[config.mk]
export PLATFORM = sky130hd
export DESIGN_NAME = pwm_seq_ctrl
export DESIGN_NICKNAME = d
export VERILOG_FILES = /design/src/rtl/pwm_seq_ctrl.sv
export SDC_FILE = /design/constraint.sdc
export NUM_CORES = 1
export LEC_CHECK = 0
export ABC_CLOCK_PERIOD_IN_PS = 3070
export CAP_MARGIN = 20
export CORE_ASPECT_RATIO = 2
export CORE_MARGIN = 4
export CORE_UTILIZATION = 30
export DETAILED_ROUTE_END_ITERATION = 8
export PLACE_DENSITY = 0.46
export SLEW_MARGIN = 20
export SYNTH_ARGS = -nofsm -noshare
export SYNTH_HDL_FRONTEND = slang
export SYNTH_SLANG_ARGS = --single-unit
export TNS_END_PERCENT = 1
[constraint.sdc]
create_clock -name clk -period 3.07 [get_ports clk]
set_clock_uncertainty 0.2 [all_clocks]
set_input_delay 0.307 -clock clk [delete_from_list [all_inputs] [get_ports clk]]
set_output_delay 0.307 -clock clk [all_outputs]
set_load 0.02 [all_outputs]
[src/rtl/pwm_seq_ctrl.sv]
// Step-wise motor-command sequencer: fetches (command, control) word pairs from the
// PWM command ROM, holds each command for a tick count and inserts dead-time on reversal.
module pwm_seq_ctrl #(
    parameter int STEP_W     = 7,
    parameter int DIR_BIT    = 15,
    parameter int DEAD_TICKS = 3
) (
    input  logic              clk,
    input  logic              rst,
    input  logic              tick,
    input  logic              start,
    input  logic              stop,
    input  logic [STEP_W-1:0] loop_step,
    output logic [STEP_W:0]   rom_addr,
    input  logic [15:0]       rom_data,
    output logic [15:0]       pwm_cmd,
    output logic              pwm_en,
    output logic              busy,
    output logic              done,
    output logic [STEP_W-1:0] step_idx
);

    localparam int DEAD_W = (DEAD_TICKS < 2) ? 1 : $clog2(DEAD_TICKS + 1);
    localparam logic [DEAD_W-1:0] DEAD_INIT = DEAD_W'(DEAD_TICKS);
    localparam bit DEAD_ON = (DEAD_TICKS > 0);

    typedef enum logic [2:0] {
        IDLE  = 3'd0,
        F_CMD = 3'd1,
        F_CTL = 3'd2,
        L_CTL = 3'd3,
        DEAD  = 3'd4,
        RUN   = 3'd5,
        DONE  = 3'd6
    } state_t;

    state_t state, state_nxt;

    // A programmed duration of zero still occupies one tick.
    function automatic logic [13:0] clamp_dur(input logic [13:0] d);
        return (d == 14'd0) ? 14'd1 : d;
    endfunction

    logic [STEP_W-1:0] ptr, ptr_nxt, loop_tgt, loop_tgt_nxt, step_idx_nxt, ptr_inc;
    logic [STEP_W:0]   rom_addr_nxt;
    logic [15:0]       cmd_next, cmd_next_nxt, pwm_cmd_nxt;
    logic              ctl_last, ctl_last_nxt, ctl_loop, ctl_loop_nxt;
    logic [13:0]       dur_val, dur_val_nxt, dur_cnt, dur_cnt_nxt;
    logic [DEAD_W-1:0] dead_cnt, dead_cnt_nxt;
    logic              pwm_en_nxt, busy_nxt, done_nxt;
    logic              abort, accept, dir_flip, dead_end, run_end;

    assign abort    = stop && (state != IDLE);
    assign accept   = (state == IDLE) && start && !stop;
    assign dir_flip = DEAD_ON && pwm_en && (cmd_next[DIR_BIT] != pwm_cmd[DIR_BIT]);
    assign dead_end = (state == DEAD) && tick && (dead_cnt == DEAD_W'(1));
    assign run_end  = (state == RUN) && tick && (dur_cnt == 14'd1);
    assign ptr_inc  = ptr + 1'b1;

    always_ff @(posedge clk or posedge rst) begin
        if (rst) begin
            state <= IDLE;
        end else begin
            state <= state_nxt;
        end
    end

    always_comb begin
        state_nxt = state;
        if (abort) begin
            state_nxt = IDLE;
        end else begin
            case (state)
                IDLE:    if (accept) state_nxt = F_CMD;
                F_CMD:   state_nxt = F_CTL;
                F_CTL:   state_nxt = L_CTL;
                L_CTL:   state_nxt = dir_flip ? DEAD : RUN;
                DEAD:    if (dead_end) state_nxt = RUN;
                RUN:     if (run_end) state_nxt = (ctl_last && !ctl_loop) ? DONE : F_CMD;
                DONE:    state_nxt = IDLE;
                default: state_nxt = IDLE;
            endcase
        end
    end

    // Outputs and step context are registered; pwm_cmd/pwm_en simply hold during refetch.
    always_comb begin
        ptr_nxt      = ptr;
        loop_tgt_nxt = loop_tgt;
        rom_addr_nxt = rom_addr;
        cmd_next_nxt = cmd_next;
        ctl_last_nxt = ctl_last;
        ctl_loop_nxt = ctl_loop;
        dur_val_nxt  = dur_val;
        dur_cnt_nxt  = dur_cnt;
        dead_cnt_nxt = dead_cnt;
        pwm_cmd_nxt  = pwm_cmd;
        pwm_en_nxt   = pwm_en;
        busy_nxt     = busy;
        done_nxt     = 1'b0;
        step_idx_nxt = step_idx;
        if (abort) begin
            pwm_cmd_nxt = '0;
            pwm_en_nxt  = 1'b0;
            busy_nxt    = 1'b0;
        end else begin
            case (state)
                IDLE: begin
                    if (accept) begin
                        ptr_nxt      = '0;
                        loop_tgt_nxt = loop_step;
                        rom_addr_nxt = '0;
                        busy_nxt     = 1'b1;
                    end
                end
                F_CMD: rom_addr_nxt = {ptr, 1'b1};
                F_CTL: cmd_next_nxt = rom_data;
                L_CTL: begin
                    ctl_last_nxt = rom_data[15];
                    ctl_loop_nxt = rom_data[14];
                    dur_val_nxt  = clamp_dur(rom_data[13:0]);
                    if (dir_flip) begin
                        pwm_en_nxt   = 1'b0;
                        dead_cnt_nxt = DEAD_INIT;
                    end else begin
                        pwm_cmd_nxt  = cmd_next;
                        pwm_en_nxt   = 1'b1;
                        step_idx_nxt = ptr;
                        dur_cnt_nxt  = clamp_dur(rom_data[13:0]);
                    end
                end
                DEAD: begin
                    if (tick) begin
                        dead_cnt_nxt = dead_cnt - 1'b1;
                        if (dead_end) begin
                            pwm_cmd_nxt  = cmd_next;
                            pwm_en_nxt   = 1'b1;
                            step_idx_nxt = ptr;
                            dur_cnt_nxt  = dur_val;
                        end
                    end
                end
                RUN: begin
                    if (tick) begin
                        dur_cnt_nxt = dur_cnt - 1'b1;
                        if (run_end) begin
                            if (!ctl_last) begin
                                ptr_nxt      = ptr_inc;
                                rom_addr_nxt = {ptr_inc, 1'b0};
                            end else if (ctl_loop) begin
                                ptr_nxt      = loop_tgt;
                                rom_addr_nxt = {loop_tgt, 1'b0};
                            end else begin
                                pwm_cmd_nxt = '0;
                                pwm_en_nxt  = 1'b0;
                                busy_nxt    = 1'b0;
                                done_nxt    = 1'b1;
                            end
                        end
                    end
                end
                default: ;
            endcase
        end
    end

    always_ff @(posedge clk or posedge rst) begin
        if (rst) begin
            ptr      <= '0;
            loop_tgt <= '0;
            rom_addr <= '0;
            cmd_next <= '0;
            ctl_last <= 1'b0;
            ctl_loop <= 1'b0;
            dur_val  <= '0;
            dur_cnt  <= '0;
            dead_cnt <= '0;
            pwm_cmd  <= '0;
            pwm_en   <= 1'b0;
            busy     <= 1'b0;
            done     <= 1'b0;
            step_idx <= '0;
        end else begin
            ptr      <= ptr_nxt;
            loop_tgt <= loop_tgt_nxt;
            rom_addr <= rom_addr_nxt;
            cmd_next <= cmd_next_nxt;
            ctl_last <= ctl_last_nxt;
            ctl_loop <= ctl_loop_nxt;
            dur_val  <= dur_val_nxt;
            dur_cnt  <= dur_cnt_nxt;
            dead_cnt <= dead_cnt_nxt;
            pwm_cmd  <= pwm_cmd_nxt;
            pwm_en   <= pwm_en_nxt;
            busy     <= busy_nxt;
            done     <= done_nxt;
            step_idx <= step_idx_nxt;
        end
    end

endmodule

* After elaboration in Yosys (flattened, before gate mapping)
Cells that the tools add are included.
W data, S select, Z words.
** Storage, ports and cells
- Bits in registers :: 99
- Input bits :: 28
- Logic and storage cells :: 134
** Operators by class
- Add/sub/neg operators :: 3
- Equality and inequality tests :: 24
- Multiplexer cells :: 59
- Bitwise gates (word level) :: 1
- Reductions and logical operators :: 32
** Operators with widths (count)
- $mux W16 :: 8
- $mux W14 :: 5
- $mux W7 :: 8
- $pmux W16 S3 :: 1
- $pmux W14 S3 :: 1
- $mux W8 :: 5
- $pmux W7 S2 :: 2
- $ne A3 B3 Y1 const B :: 9
- $pmux W8 S3 :: 1
- $reduce_and A6 Y1 :: 4
- $pmux W3 S6 :: 1
- $mux W1 :: 17
- $mux W3 :: 5
- $eq A14 B1 Y1 const B :: 1
- $logic_not A14 Y1 :: 1
- $ne A2 B2 Y1 const B :: 7
- $sub A14 B1 Y14 const B :: 1
- $reduce_bool A3 Y1 :: 4
- $logic_and A1 B1 Y1 :: 9
- $reduce_and A8 Y1 :: 1
- $add A7 B1 Y7 const B :: 1
- $reduce_and A7 Y1 :: 1
- $eq A3 B2 Y1 const B :: 2
- $eq A3 B3 Y1 const B :: 2
- other kinds (17) :: 22

* Logic depth before layout (Yosys ltp)
- Word-level depth :: 7
- Mapped depth :: 8
- Gate-level depth less buffers :: 6

* Worst setup path before layout
No wires, ideal clock.
- Kind :: register -> register
- Start point :: reg dur_cnt[1]
- End point :: reg rom_addr[2]
- Setup time :: 0.125 ns
- Arrival time :: 1.773 ns
- Required time :: 2.745 ns
- Setup slack :: 0.972 ns
- Stages on the path, launching flop included :: 8
- Period minus slack after synthesis :: 2.098 ns
- Cells stage by stage :: dfrtp_1 > inv_1 > ha_1 > nor4bb_1 > and4_1 > buf_4 > a21o_2 > mux2_4
** On the way
- Word-level cells in the longest chain between the ends :: 4
** RTL lines
- start: declaration :: line 48 : logic [13:0] dur_val, dur_val_nxt, dur_cnt, dur_cnt_nxt;
- start signal: assignment :: line 191 : dur_cnt <= dur_cnt_nxt;
- $eq A14 B1 Y1 :: line 57 : assign run_end = (state == RUN) && tick && (dur_cnt == 14'd1);
- $logic_and A1 B1 Y1 :: line 57
- $ne A2 B2 Y1 (no line)
- $reduce_and A6 Y1 (no line)
- end signal: assignment :: line 186 : rom_addr <= rom_addr_nxt;
- end: declaration :: line 14 : output logic [STEP_W:0] rom_addr,
Every way passes these cells.
A chain may end at the register's enable or synchronous reset.

* Worst setup path after layout
- Start point :: reg state[1]
- End point :: reg ptr[2]
** On the way
- Word-level cells in the longest chain between the ends :: 5
- Elaborated cells on any way between the ends :: 16
** RTL lines
- start: declaration :: line 37 : state_t state, state_nxt;
- start signal: assignment :: line 64 : state <= state_nxt;
- $eq A3 B3 Y1 / $logic_not A3 Y1 (equally long branches) :: line 57, 107, 54
- $logic_and A1 B1 Y1 (on tied branches) (2 in series) :: line 57, 54
- $ne A2 B2 Y1 (no line)
- $reduce_and A6 Y1 (no line)
- end signal: assignment :: line 184 : ptr <= ptr_nxt;
- end: declaration :: line 44 : logic [STEP_W-1:0] ptr, ptr_nxt, loop_tgt, loop_tgt_nxt, step_idx_nxt, ptr_inc;
Several ways; a longest one is shown, not always the timed one.

==> results summary <==
The register bit count reported by yosys came out at between 90 and 100. The number of instances in the synthesized netlist is about 530. Counting along the longest clock path gives a buffer depth of 2. The final total negative setup slack came out at 0 ps. The clock root buffer master is clkbuf_16.

The depth of the worst register-to-register path came out at 5. The global-route wire length before repair came out at around 27000 um. Summed over all cells, the static leakage comes to 2.672 nW. STA classifies the critical path endpoint as a flop. The number of setup buffers added after CTS is 0. After floorplanning, the core was sized to cover 0.01770 mm2. The all-layer global routing usage is roughly 18%. The area of the mapped netlist came out at around 0.0054 mm2. STA puts the critical path data arrival time at between 2000 and 3000 ps. The top-area cell type share of the netlist area is 45.87%. The initial antenna violation count is 0.

The die height came out at 197.8 um. Synthesis instantiated 70 different standard cells from the library. The library cell used most frequently in the layout, excluding fill and tap cells, is dfrtp_1. The number of antenna diodes is 0.

The H-tree was split into 3 levels. The sequential element share of the synthesized area came out at 45.87%. The number of cells upsized or downsized after cts came out at 0. The via count normalized by instance count came out at about 5.5. For this block, the routed nets add up to about 17000 um of wire. For this block, the initial DRC count from the detailed router was roughly 210.

The run finished with clean final reports. The width of the die came out at between 100 and 150 um. Among all flip-flop cells after synthesis, the most frequent one is dfrtp_1. The synthesized netlist net count is 561.

STA classifies the critical path startpoint as a flop. The effective utilization at floorplan is 30.52%. Input and output buffers added on the ports amount to 61. The maximum number of pins on one net before global-route repair came out at 100. The ratio of cells with drive above 1 in the final layout is between 15 and 20%. The peak supply drop is between 0.3 and 0.4 mV. The mean cell area of the mapped netlist came out at 10.21 um2. The worst hold-check path type is primary input to async pin. The TritonCTS sink count came out at 99. After synthesis, the cell types taking the most area are dfrtp_1 (46%), mux2_2 (8.8%), o211ai_1 (5.6%). The final HPWL from detailed placement came out at 12620 um. The die covers 0.02035 mm2. TritonCTS built the clock tree. The total iterations of the first detailed-routing run is 4. The achievable clock frequency is 397.1 MHz. The final worst-path cycle share came out at a little over 80%. At the end of routability-driven placement, the weighted congestion stood at 0.9104. The final global-route overflow total came out at 0. For this design the ratio of total power to cell area is 882.8 mW/mm2.

The Yosys step of the flow raised 0 warnings. Setup violations remaining at the end of the flow were counted as 0. The max-capacitance violation count came out at 0. The area growth from synthesis to final layout is 21.94%. The I/O pin count is 62. The final number of hold-violating endpoints is 0. For this run, design rule violations remaining after detail routing come to 0. For the pin with the worst max-slew slack, the measured transition is 730.4 ps.

The post-route worst setup slack came out at approximately 550 ps. The sum of internal, switching and leakage power is 5.815 mW. The worst setup timing slack at the placement stage is approximately 390 ps.

The final antenna-violating net count came out at 0. The minimum clock period is approximately 2500 ps. Clock-pin slew was measured on the worst setup and hold paths at around 70 ps. Setup repair after global routing left no endpoint under its margin.

The synthesized design spends more area on one cell type than any other, namely dfrtp_1. The final count of pins violating max slew is 0. The worst endpoint required time is slightly above 3000 ps.

The maximum net fanout on the critical path is 16. The kind of critical path is flop to flop. The CTS buffer count came out at 9. The top cell types in the final layout, fill and taps aside, are dfrtp_1 (99), clkdlybuf4s50_1 (61), nand2_1 (46), mux2_2 (42), o211ai_1 (40). At the later pin of the worst-skew pair, clock insertion delay measures between 300 and 400 ps. The final layout contains roughly 600 nets. The worst pin sits at a relative slew slack of between 50% and 60%.

The via count of the first global-routing pass came out at approximately 4700. In this run the core area contains roughly 70 standard-cell rows. The number of hold-repair buffers added at the cts stage came out at 0. Counting flops with an async set or reset pin after synthesis yields a share of 100.0%. The number of enable flip-flop cells after synthesis came out at 0. The wire length per cell after detailed routing came out at 21.14 um.

The via total after detailed routing came out at 4443.
-- worst max-delay path, stage by stage (launching register included) --
cell,delay (ps)
dfrtp_1,560
buf_4,260
nand3b_1,350
nor3_1,440
a21oi_2,200
a221o_1,380
-- cells in the mapped netlist (3+ instances only) --
| cell type | instances |
|---|---|
| a211oi_1 | 3 |
| a21oi_1 | 20 |
| a221o_1 | 3 |
| a22o_1 | 10 |
| a32o_1 | 3 |
| and2_1 | 3 |
| and3_1 | 5 |
| buf_2 | 13 |
| buf_4 | 5 |
| clkbuf_1 | 20 |
| dfrtp_1 | 99 |
| ha_1 | 4 |
| inv_1 | 28 |
| mux2_2 | 42 |
| mux2_4 | 4 |
| nand2_1 | 46 |
| nand2b_1 | 3 |
| nand3_1 | 29 |
| nand3b_1 | 3 |
| nor2_1 | 21 |
| nor2b_1 | 8 |
| nor3_1 | 9 |
| nor3b_1 | 5 |
| nor4_1 | 8 |
| nor4bb_1 | 4 |
| o211ai_1 | 40 |
| o21ai_0 | 16 |
| o22ai_1 | 3 |
| o2bb2ai_1 | 6 |
| o31ai_1 | 8 |
| o41ai_1 | 4 |
| or4_1 | 3 |
-- flip-flops by register name (all words and copies together) (netlist names) --
signal / cells
ctl_loop: 1
step_idx: 7
done: 1
cmd_next: 16
state: 3
ctl_last: 1
ptr: 7
dur_cnt: 14
pwm_cmd: 16
busy: 1
pwm_en: 1
dead_cnt: 2
rom_addr: 8
dur_val: 14
loop_tgt: 7
-- path summary, 6_finish.rpt --
kind                                    startpoint                       to  slack [ps]
min reg2reg                loop_tgt[6]$_DFFE_PP0P_  loop_tgt[6]$_DFFE_PP0P_         290
min in group clk           loop_tgt[6]$_DFFE_PP0P_  loop_tgt[6]$_DFFE_PP0P_         290
max reg2reg                   state[1]$_DFFE_PP0P_       ptr[2]$_DFFE_PP0P_         550
min                                            rst         busy$_DFFE_PP0P_         250
max                           state[1]$_DFFE_PP0P_       ptr[2]$_DFFE_PP0P_         550
max in group asynchronous                      rst   dur_val[4]$_DFFE_PP0P_        1970
-- cells by family (layout without fill, tap and decap cells) --
group           after synthesis  in the layout  share of synthesized area, %
mux                          48             48                         10.24
compound gates              143            143                         20.13
flops                        99             99                         45.87
buf+inv                      67            127                         5.444
xor+xnor                      2              2                        0.3244
fa+ha+maj                     4              4                        0.9266
simple gates                166            166                         17.07
-- area by class of cell --
type	instances	area, um2
Fill cell	1758	11110
Multi-Input combinational cell	363	2644
Sequential cell	99	2477
Timing Repair Buffer	83	800.8
Tap cell	213	266.5
Clock buffer	11	252.7
Inverter	28	108.9
Clock inverter	5	36.28
-- layer usage --
| metal | up-vias | part of all wire [%] | track usage, % |
|---|---|---|---|
| met2 | 118 | 54 | 30.81 |
| met5 | - | 0 | 0 |
| met4 | 0 | 6.6 | 10.90 |
| met1 | 2202 | 37 | 19.28 |
| met3 | 46 | 2.7 | 2.398 |
| li1 | 2077 | - | - |
-- per-stage QoR --
step                      std cells  util (%)  instance area [um2]  hold slack, ps
final                           802     37.21                 6586           251.2
after global routing            802     37.21                 6586           304.4
after CTS                       802     37.21                 6586           280.1
after detailed placement        786     35.58                 6297           266.2
after global placement          786     35.58                 6297           261.5
after floorplan                 529         -                 5405           212.4
-- where the power goes --
part | leakage, nW | internal, mW | switching, mW
Clock | 0.146 | 0.598 | 0.527
Sequential | 1.28 | 1.77 | 0.463
Combinational | 1.24 | 1.07 | 1.39
Total | 2.67 | 3.43 | 2.38
Note: power is estimated with default switching activity, not from simulation.
